--- config.mk ---
export PLATFORM = sky130hd
export DESIGN_NAME = vga_frame_monitor
export DESIGN_NICKNAME = d
export VERILOG_FILES = /design/src/rtl/vga_mon_pkg.sv /design/src/rtl/vga_sat_counter.sv /design/src/rtl/vga_frame_monitor.sv
export SDC_FILE = /design/constraint.sdc
export NUM_CORES = 1
export LEC_CHECK = 0
export BUFFER_PORTS_ARGS = -buffer_cell sky130_fd_sc_hd__buf_2
export CAP_MARGIN = 20
export CORE_UTILIZATION = 53
export DETAILED_ROUTE_END_ITERATION = 16
export MAX_ROUTING_LAYER = met4
export PLACE_DENSITY = 0.75
export RECOVER_POWER = 50
export REMOVE_ABC_BUFFERS = 1
export SKIP_CTS_REPAIR_TIMING = 1
export SLEW_MARGIN = 25
export SYNTH_ARGS = -nofsm -noshare
export SYNTH_HDL_FRONTEND = slang
export SYNTH_HIERARCHICAL = 1
export SYNTH_SLANG_ARGS = --single-unit
--- constraint.sdc ---
create_clock -name clk_i -period 3.16 [get_ports clk_i]
set_input_delay 0.632 -clock clk_i [delete_from_list [all_inputs] [get_ports clk_i]]
set_output_delay 0.632 -clock clk_i [all_outputs]
set_load 0.01 [all_outputs]
--- src/rtl/vga_mon_pkg.sv ---
// Shared definitions for the VGA/HDMI frame monitor: FSM encoding, 720p
// geometry defaults and the per-pixel checksum step.
package vga_mon_pkg;

  typedef enum logic {
    WAIT_SYNC = 1'b0,
    IN_FRAME  = 1'b1
  } mon_state_e;

  localparam int unsigned H_ACTIVE_720P = 1280;
  localparam int unsigned V_ACTIVE_720P = 720;

  // Rotate-left by one, then fold the 12-bit pixel into the low bits.
  function automatic logic [31:0] chk_next(input logic [31:0] chk,
                                           input logic [11:0] pix12);
    return {chk[30:0], chk[31]} ^ {20'd0, pix12};
  endfunction

endpackage

--- src/rtl/vga_sat_counter.sv ---
// Saturating up-counter with synchronous clear; clear+increment loads one.
module vga_sat_counter
  import vga_mon_pkg::*;
#(
  parameter int W = 16
) (
  input  logic         clk_i,
  input  logic         rst_i,
  input  logic         clr_i,
  input  logic         inc_i,
  output logic [W-1:0] cnt_o,
  output logic [W-1:0] cnt_inc_o
);

  localparam logic [W-1:0] ONE = {{(W-1){1'b0}}, 1'b1};

  logic [W-1:0] cnt_q, cnt_d;

  assign cnt_o     = cnt_q;
  assign cnt_inc_o = (cnt_q == '1) ? cnt_q : cnt_q + ONE;

  always_comb begin
    // NOTE: every path assigns cnt_d (default first), so no latch is inferred.
    cnt_d = cnt_q;
    if (clr_i)      cnt_d = inc_i ? ONE : '0;
    else if (inc_i) cnt_d = cnt_inc_o;
  end

  always_ff @(posedge clk_i) begin
    // NOTE: state is updated with non-blocking assignments only, so every
    // flop samples pre-edge values regardless of process ordering.
    if (rst_i) cnt_q <= '0;
    else       cnt_q <= cnt_d;
  end

endmodule

--- src/rtl/vga_frame_monitor.sv ---
// Frame geometry and checksum monitor for a VGA/HDMI pixel stream; flags
// lines and frames whose size differs from the expected active geometry.
module vga_frame_monitor
  import vga_mon_pkg::*;
#(
  parameter int unsigned H_ACTIVE          = H_ACTIVE_720P,
  parameter int unsigned V_ACTIVE          = V_ACTIVE_720P,
  parameter bit          VSYNC_ACTIVE_HIGH = 1'b1
) (
  input  logic        clk_i,
  input  logic        rst_i,
  input  logic        hsync_i,
  input  logic        vsync_i,
  input  logic        active_i,
  input  logic [3:0]  red_i,
  input  logic [3:0]  green_i,
  input  logic [3:0]  blue_i,
  output logic        frame_done_o,
  output logic [15:0] frame_count_o,
  output logic [15:0] pixels_per_line_o,
  output logic [15:0] lines_per_frame_o,
  output logic [31:0] frame_checksum_o,
  output logic        line_err_o,
  output logic        frame_err_o
);

  localparam logic [15:0] H_EXP = 16'(H_ACTIVE);
  localparam logic [15:0] V_EXP = 16'(V_ACTIVE);

  mon_state_e  state_q, state_d;
  logic        vs, vs_q, active_q;
  logic        fse, lee, in_frame, take_pix;
  logic        pix_clr, pix_inc, line_clr, line_inc;
  logic [15:0] pix_cnt, line_cnt, line_cnt_inc, lines_closed;
  logic [15:0] unused_pix_cnt_inc;
  logic [31:0] chk_q, chk_d, chk_base;
  logic [11:0] pix12;

  logic        frame_done_q, frame_done_d;
  logic [15:0] frame_count_q, frame_count_d;
  logic [15:0] ppl_q, ppl_d;
  logic [15:0] lpf_q, lpf_d;
  logic [31:0] fchk_q, fchk_d;
  logic        line_err_q, line_err_d;
  logic        frame_err_q, frame_err_d;

  logic unused_hsync;
  assign unused_hsync = hsync_i;

  assign vs    = ~(vsync_i ^ VSYNC_ACTIVE_HIGH);
  assign pix12 = {red_i, green_i, blue_i};

  assign fse      = vs & ~vs_q;
  assign lee      = ~active_i & active_q;
  assign in_frame = (state_q == IN_FRAME);
  // A pixel arriving with the frame-start event already belongs to the new frame.
  assign take_pix = active_i & (in_frame | fse);

  assign pix_clr  = (fse & ~in_frame) | (lee & in_frame);
  assign pix_inc  = take_pix;
  assign line_clr = fse;
  assign line_inc = lee & in_frame & ~fse;

  vga_sat_counter #(.W(16)) u_pix_cnt (
    .clk_i     (clk_i),
    .rst_i     (rst_i),
    .clr_i     (pix_clr),
    .inc_i     (pix_inc),
    .cnt_o     (pix_cnt),
    .cnt_inc_o (unused_pix_cnt_inc)
  );

  vga_sat_counter #(.W(16)) u_line_cnt (
    .clk_i     (clk_i),
    .rst_i     (rst_i),
    .clr_i     (line_clr),
    .inc_i     (line_inc),
    .cnt_o     (line_cnt),
    .cnt_inc_o (line_cnt_inc)
  );

  // A line ending on the same cycle as frame start is counted into the closing frame.
  assign lines_closed = lee ? line_cnt_inc : line_cnt;

  always_comb begin
    state_d       = state_q;
    frame_done_d  = 1'b0;
    frame_count_d = frame_count_q;
    ppl_d         = ppl_q;
    lpf_d         = lpf_q;
    fchk_d        = fchk_q;
    line_err_d    = line_err_q;
    frame_err_d   = frame_err_q;

    chk_base = fse ? 32'd0 : chk_q;
    chk_d    = take_pix ? chk_next(chk_base, pix12) : chk_base;

    if (fse) state_d = IN_FRAME;

    if (in_frame && lee) begin
      ppl_d = pix_cnt;
      if (pix_cnt != H_EXP) line_err_d = 1'b1;
    end

    if (in_frame && fse) begin
      lpf_d         = lines_closed;
      fchk_d        = chk_q;
      frame_count_d = frame_count_q + 16'd1;
      frame_done_d  = 1'b1;
      if (lines_closed != V_EXP) frame_err_d = 1'b1;
    end
  end

  always_ff @(posedge clk_i) begin
    if (rst_i) begin
      state_q       <= WAIT_SYNC;
      vs_q          <= 1'b0;
      active_q      <= 1'b0;
      chk_q         <= '0;
      frame_done_q  <= 1'b0;
      frame_count_q <= '0;
      ppl_q         <= '0;
      lpf_q         <= '0;
      fchk_q        <= '0;
      line_err_q    <= 1'b0;
      frame_err_q   <= 1'b0;
    end else begin
      state_q       <= state_d;
      vs_q          <= vs;
      active_q      <= active_i;
      chk_q         <= chk_d;
      frame_done_q  <= frame_done_d;
      frame_count_q <= frame_count_d;
      ppl_q         <= ppl_d;
      lpf_q         <= lpf_d;
      fchk_q        <= fchk_d;
      line_err_q    <= line_err_d;
      frame_err_q   <= frame_err_d;
    end
  end

  assign frame_done_o      = frame_done_q;
  assign frame_count_o     = frame_count_q;
  assign pixels_per_line_o = ppl_q;
  assign lines_per_frame_o = lpf_q;
  assign frame_checksum_o  = fchk_q;
  assign line_err_o        = line_err_q;
  assign frame_err_o       = frame_err_q;

endmodule

# Yosys cells after proc, flatten, opt, wreduce, memory -nomap -nowiden
# Index checks and enable logic that the tools add are counted.
dict set report classes {
  add_sub_neg 3
  n_mul 0
  div 0
  order_cmp 0
  n_eq_ne 5
  n_shift 0
  muxes 12
  n_bitwise 13
  n_reduce_logical 7
}
# cell count
set ops {}
lappend ops {{$mux 16} 7}
lappend ops {{$mux 32} 2}
lappend ops {{$add 16x1->16 const B} 3}
lappend ops {{$eq 16x16->1 const B} 2}
lappend ops {{$xor 32x12->32} 1}
lappend ops {{$ne 16x10->1 const B} 1}
lappend ops {{$ne 16x11->1 const B} 1}
lappend ops {{$and 1x1->1} 6}
lappend ops {{$reduce_and 2->1} 3}
lappend ops {{$not 1->1} 4}
lappend ops {{$reduce_bool 2->1} 2}
lappend ops {{$mux 1} 3}
lappend ops {{$logic_and 1x1->1} 2}
lappend ops {{$ne 2x2->1 const B} 1}
lappend ops {{$or 1x1->1} 2}
dict set report word_totals {
  ff_bits 150
  latch_bits 0
  mem_bits_rw 0
  rom_bits 0
  inputBits 17
  out_inout_bits 83
  word_cells 53
  mem_count 0
}

# Logic depth before layout (Yosys ltp)
dict set report logic_depth {
  ltp_word 6
  ltp_mapped 10
  mapped_depth_nobuf 9
}

# Modules after synthesis
# The synthesis kept the hierarchy.
# module n_inst cells_each area_each_um2 seq_area_each_um2
set by_module_without_submodules {}
lappend by_module_without_submodules {vga_frame_monitor 1 589 4664.5 2362.3}
lappend by_module_without_submodules {vga_sat_counter 2 145 1157.4 320.3}

# Least setup slack after synthesis
# Ideal clock, no wire load.
dict set report synth_path {
  path_type {input-to-reg}
  from {in active_i}
  to {reg u_line_cnt.cnt_q[7], in the netlist u_line_cnt/cnt_o[7]}
  setup_ns 0.070
  arrival_ns 2.505
  t_required_ns 3.090
  path_slack_ns 0.584
  stages 9
  path_buffers 3
  path_cell_list {nor2b_1 clkbuf_1 nand2_1 clkbuf_1 nor2_1 inv_1 clkbuf_1 or4_1 a21oi_1}
}
dict set report synth_via {
  elab_chain_len 5
}
# item line_no
set synth_lines {}
lappend synth_lines {{from (decl)} vga_frame_monitor.sv:14} ;# input logic active_i,
lappend synth_lines {{$not 1->1} vga_frame_monitor.sv:54} ;# assign lee = ~active_i & active_q;
lappend synth_lines {{$and 1x1->1} vga_frame_monitor.sv:54}
lappend synth_lines {{$and 1x1->1 (2 in series)} vga_frame_monitor.sv:62} ;# assign line_inc = lee & in_frame & ~fse;
lappend synth_lines {{net line_inc} vga_frame_monitor.sv:33} ;# logic pix_clr, pix_inc, line_clr, line_inc;
lappend synth_lines {{$reduce_bool 2->1 (no line)} --}
lappend synth_lines {{to (signal assigned)} vga_sat_counter.sv:33} ;# else cnt_q <= cnt_d;
lappend synth_lines {{to (decl)} vga_sat_counter.sv:17} ;# logic [W-1:0] cnt_q, cnt_d;
# The timed path passes the listed nets, and every way through them passes these cells.
# A chain may end at the register's enable or synchronous reset.

# Final worst setup path
dict set report layout_path {
  from {reg u_line_cnt.cnt_q[13], in the netlist u_line_cnt/cnt_o[13]}
  to {reg frame_err_q, in the netlist frame_err_o}
}
dict set report layout_via {
  elab_chain_len 5
  elab_cells_between_ends 6
  classes_between {add/sub: 1; eq/ne: 2; mux: 2; reduce/logical: 1}
}
# item line_no
set layout_lines {}
lappend layout_lines {{$eq 16x16->1} vga_sat_counter.sv:20} ;# assign cnt_inc_o = (cnt_q == '1) ? cnt_q : cnt_q + ONE;
lappend layout_lines {{$mux 16} vga_sat_counter.sv:20}
lappend layout_lines {{net line_cnt_inc[8]} vga_frame_monitor.sv:34} ;# logic [15:0] pix_cnt, line_cnt, line_cnt_inc, lines_closed;
lappend layout_lines {{$mux 16} vga_frame_monitor.sv:83} ;# assign lines_closed = lee ? line_cnt_inc : line_cnt;
lappend layout_lines {{$ne 16x10->1} vga_frame_monitor.sv:110} ;# if (lines_closed != V_EXP) frame_err_d = 1'b1;
lappend layout_lines {{$reduce_and 2->1 (no line)} --}
lappend layout_lines {{to (signal assigned)} vga_frame_monitor.sv:138} ;# frame_err_q <= frame_err_d;
lappend layout_lines {{to (decl)} vga_frame_monitor.sv:45} ;# logic frame_err_q, frame_err_d;
# The timed path passes the listed nets, and every way through them passes these cells.

==> flow_summary.ini <==
[synthesis]
synth_area_um2 = 6750
syn-instance-count = 845
ys_warn_count = 6
average_size_of_a_mapped_cell_um2 = 7.99

[placement]
place.gp.congestion = 0.893
hpwlAfterDp_um = 10300
io_buffers = 98
pre_cts_slack_ns = 0.526

[route]
ant_nets = 0
vias = 6177
wl_per_cell_um = 14.6
routed_wl_um = 16100
detail_route.drc_violations = 0
detailedRoute.firstPassIterationCount = 4
route.detailed.vias_per_inst = 5.58
first_iter_violations = 478

[timing]
layout_worst_path_cycle_share_pct = 88.1
maxSlewViolCount = 35
grt_setup_unrepaired = false
layout_min_cycle_time_ns = 2.78
post-route-worst-setup-slack_ns = 0.376
hold_viol_final = 0
maxSlewHeadroom_pct = -3.37
max_slew.worst_pin.slew_ns = 1.55
peak_freq_mhz = 359
final_worst_hold_slack_ns = 0.451
finClkSkew_ns = 0.00677
report.final.setup_viol = 0

[floorplanning]
die-area_um2 = 13200
core_area_um2 = 12200
die_width_um = 115
placement_rows = 40
initial_util_pct = 55.3
die_h_um = 115
ioPinCount = 100

[global_route]
grt_overflow = 0
grt_start_max_net_pins = 51
grt_pass1_wl_um = 26600
use_met1_pct = 33.3
vias_in_the_first_global_route = 5560
grtUsageMet3_pct = 5.80
antenna_found_initial = 0
grt_busiest_layer = met2
grt_util_met2_pct = 40.8
grt.total_usage_pct = 26.1

[power]
worst_ir_drop_vdd_mv = 0.447
power_density_nw_per_um2 = 535
leakagePower_uw = 0.00256

[min_path]
min_from = frame_err_o
class_of_the_tightest_hold_or_removal_check = flip-flop to flip-flop
timing.hold.worst_endpoint = frame_err_o
hold-path-cell-count = 2

[clock_tree]
worst_skew_pair.late_latency_ns = 0.42
clock_tree.buffer_depth = 2
cts-buffers-inserted = 17
clk_transition_reported_paths_ns = 0.06
cts.root.buffer_cell = sky130_fd_sc_hd__clkbuf_16
htree_num_levels = 4
clock_sinks = 150
tritoncts = yes

[setup_path]
worst-endpoint-arrival_ns = 3.03
worst_r2r_path_depth = 9
regToRegStartpoint = u_line_cnt/cnt_o[13]
critPathRequiredTime_ns = 3.41
worstSetupStartpointType = flip-flop
timing.critical_path.fanout_max = 9
crit_path_start = u_line_cnt/cnt_o[13]
worst-setup-path-type = flip-flop to flip-flop
setup.worst_path.end_class = flip-flop
reg2reg_setup_slack_ns = 0.38
regToRegEndpoint = frame_err_o

[final_layout]
layout-drive-gt1-share_pct = 9.91
layout_common_cells = 206 x sky130_fd_sc_hd__nand2_1, 150 x sky130_fd_sc_hd__dfxtp_1, 114 x sky130_fd_sc_hd__a21oi_1
antenna_cells_inserted = 0
layout_commonest_cell = sky130_fd_sc_hd__nand2_1
synthToLayoutAreaGrowth_pct = 16.3
layout.nets = 946
multi_input_area_um2 = 3390
ff_latch_area_um2 = 3000
n_fill_cell = 1162

[status]
run_status = finished with violations
failed_checks = capacitance limit, slew limit

[flow_run]
cap_viol_max_count = 1
worst max path at each step:
| stage | depth (start not counted) | to | slack (ns) |
|---|---|---|---|
| after floorplan | 7 | u_pix_cnt/cnt_o[10] | -1.08 |
| after global placement | 9 | frame_err_o | 0.59 |
| after detailed placement | 9 | frame_err_o | 0.53 |
| after CTS | 9 | frame_err_o | 0.47 |
| after global routing | 9 | frame_err_o | 0.22 |
| final | 9 | frame_err_o | 0.38 |
where the power goes:
group	switching (uW)	internal, uW	leakage (uW)
Sequential	22.5	1920	0.00121
Clock	782	1280	0.000291
Combinational	145	61.4	0.00106
Total	949	3260	0.00256
sequential cells by signal, summed over array words and instances (netlist names):
name               count
frame_done_o           1
vs_q                   1
active_q               1
frame_count_o         16
frame_err_o            1
frame_checksum_o      32
chk_q                 32
pixels_per_line_o     16
line_err_o             1
in_frame               1
u_pix_cnt/cnt_o       16
u_line_cnt/cnt_o      16
lines_per_frame_o     16
per-layer routing:
layer  vias up  share of wire [%]
met5         -                  0
met4         0                1.2
met3        22                5.3
met2       164                 47
met1      2855                 47
li1       3136                  -
through the flow:
stage                     util [%]  total power [uW]  area (um2)  cells  TNS, ns
after floorplan                  -              2090        6460    780   -35.60
after global placement        60.4              2190        7380   1075        0
after detailed placement      60.4              2190        7380   1075        0
after CTS                     65.4              4240        7990   1106        0
after global routing          64.3              4350        7860   1106        0
final                         64.3              4210        7860   1106        0
critical path, cell delays in order (launching register included):
cell                      delay (ns)
sky130_fd_sc_hd__dfxtp_1        0.53
sky130_fd_sc_hd__nand4_1        0.26
sky130_fd_sc_hd__or4_4          0.59
sky130_fd_sc_hd__buf_4          0.20
sky130_fd_sc_hd__nand2_1        0.10
sky130_fd_sc_hd__xnor2_1        0.10
sky130_fd_sc_hd__nor4_1         0.31
sky130_fd_sc_hd__a41oi_1        0.16
sky130_fd_sc_hd__o21ai_0        0.28
sky130_fd_sc_hd__a21oi_1        0.10
cell type report:
| class | instances | share of cell area [%] |
|---|---|---|
| Clock buffer | 19 | 5.77 |
| Timing Repair Buffer | 127 | 7.63 |
| Sequential cell | 150 | 38.2 |
| Clock inverter | 12 | 1.96 |
| Tap cell | 168 | 2.68 |
| Inverter | 13 | 0.621 |
| Multi-Input combinational cell | 617 | 43.1 |
(Power assumes the default switching activity.)
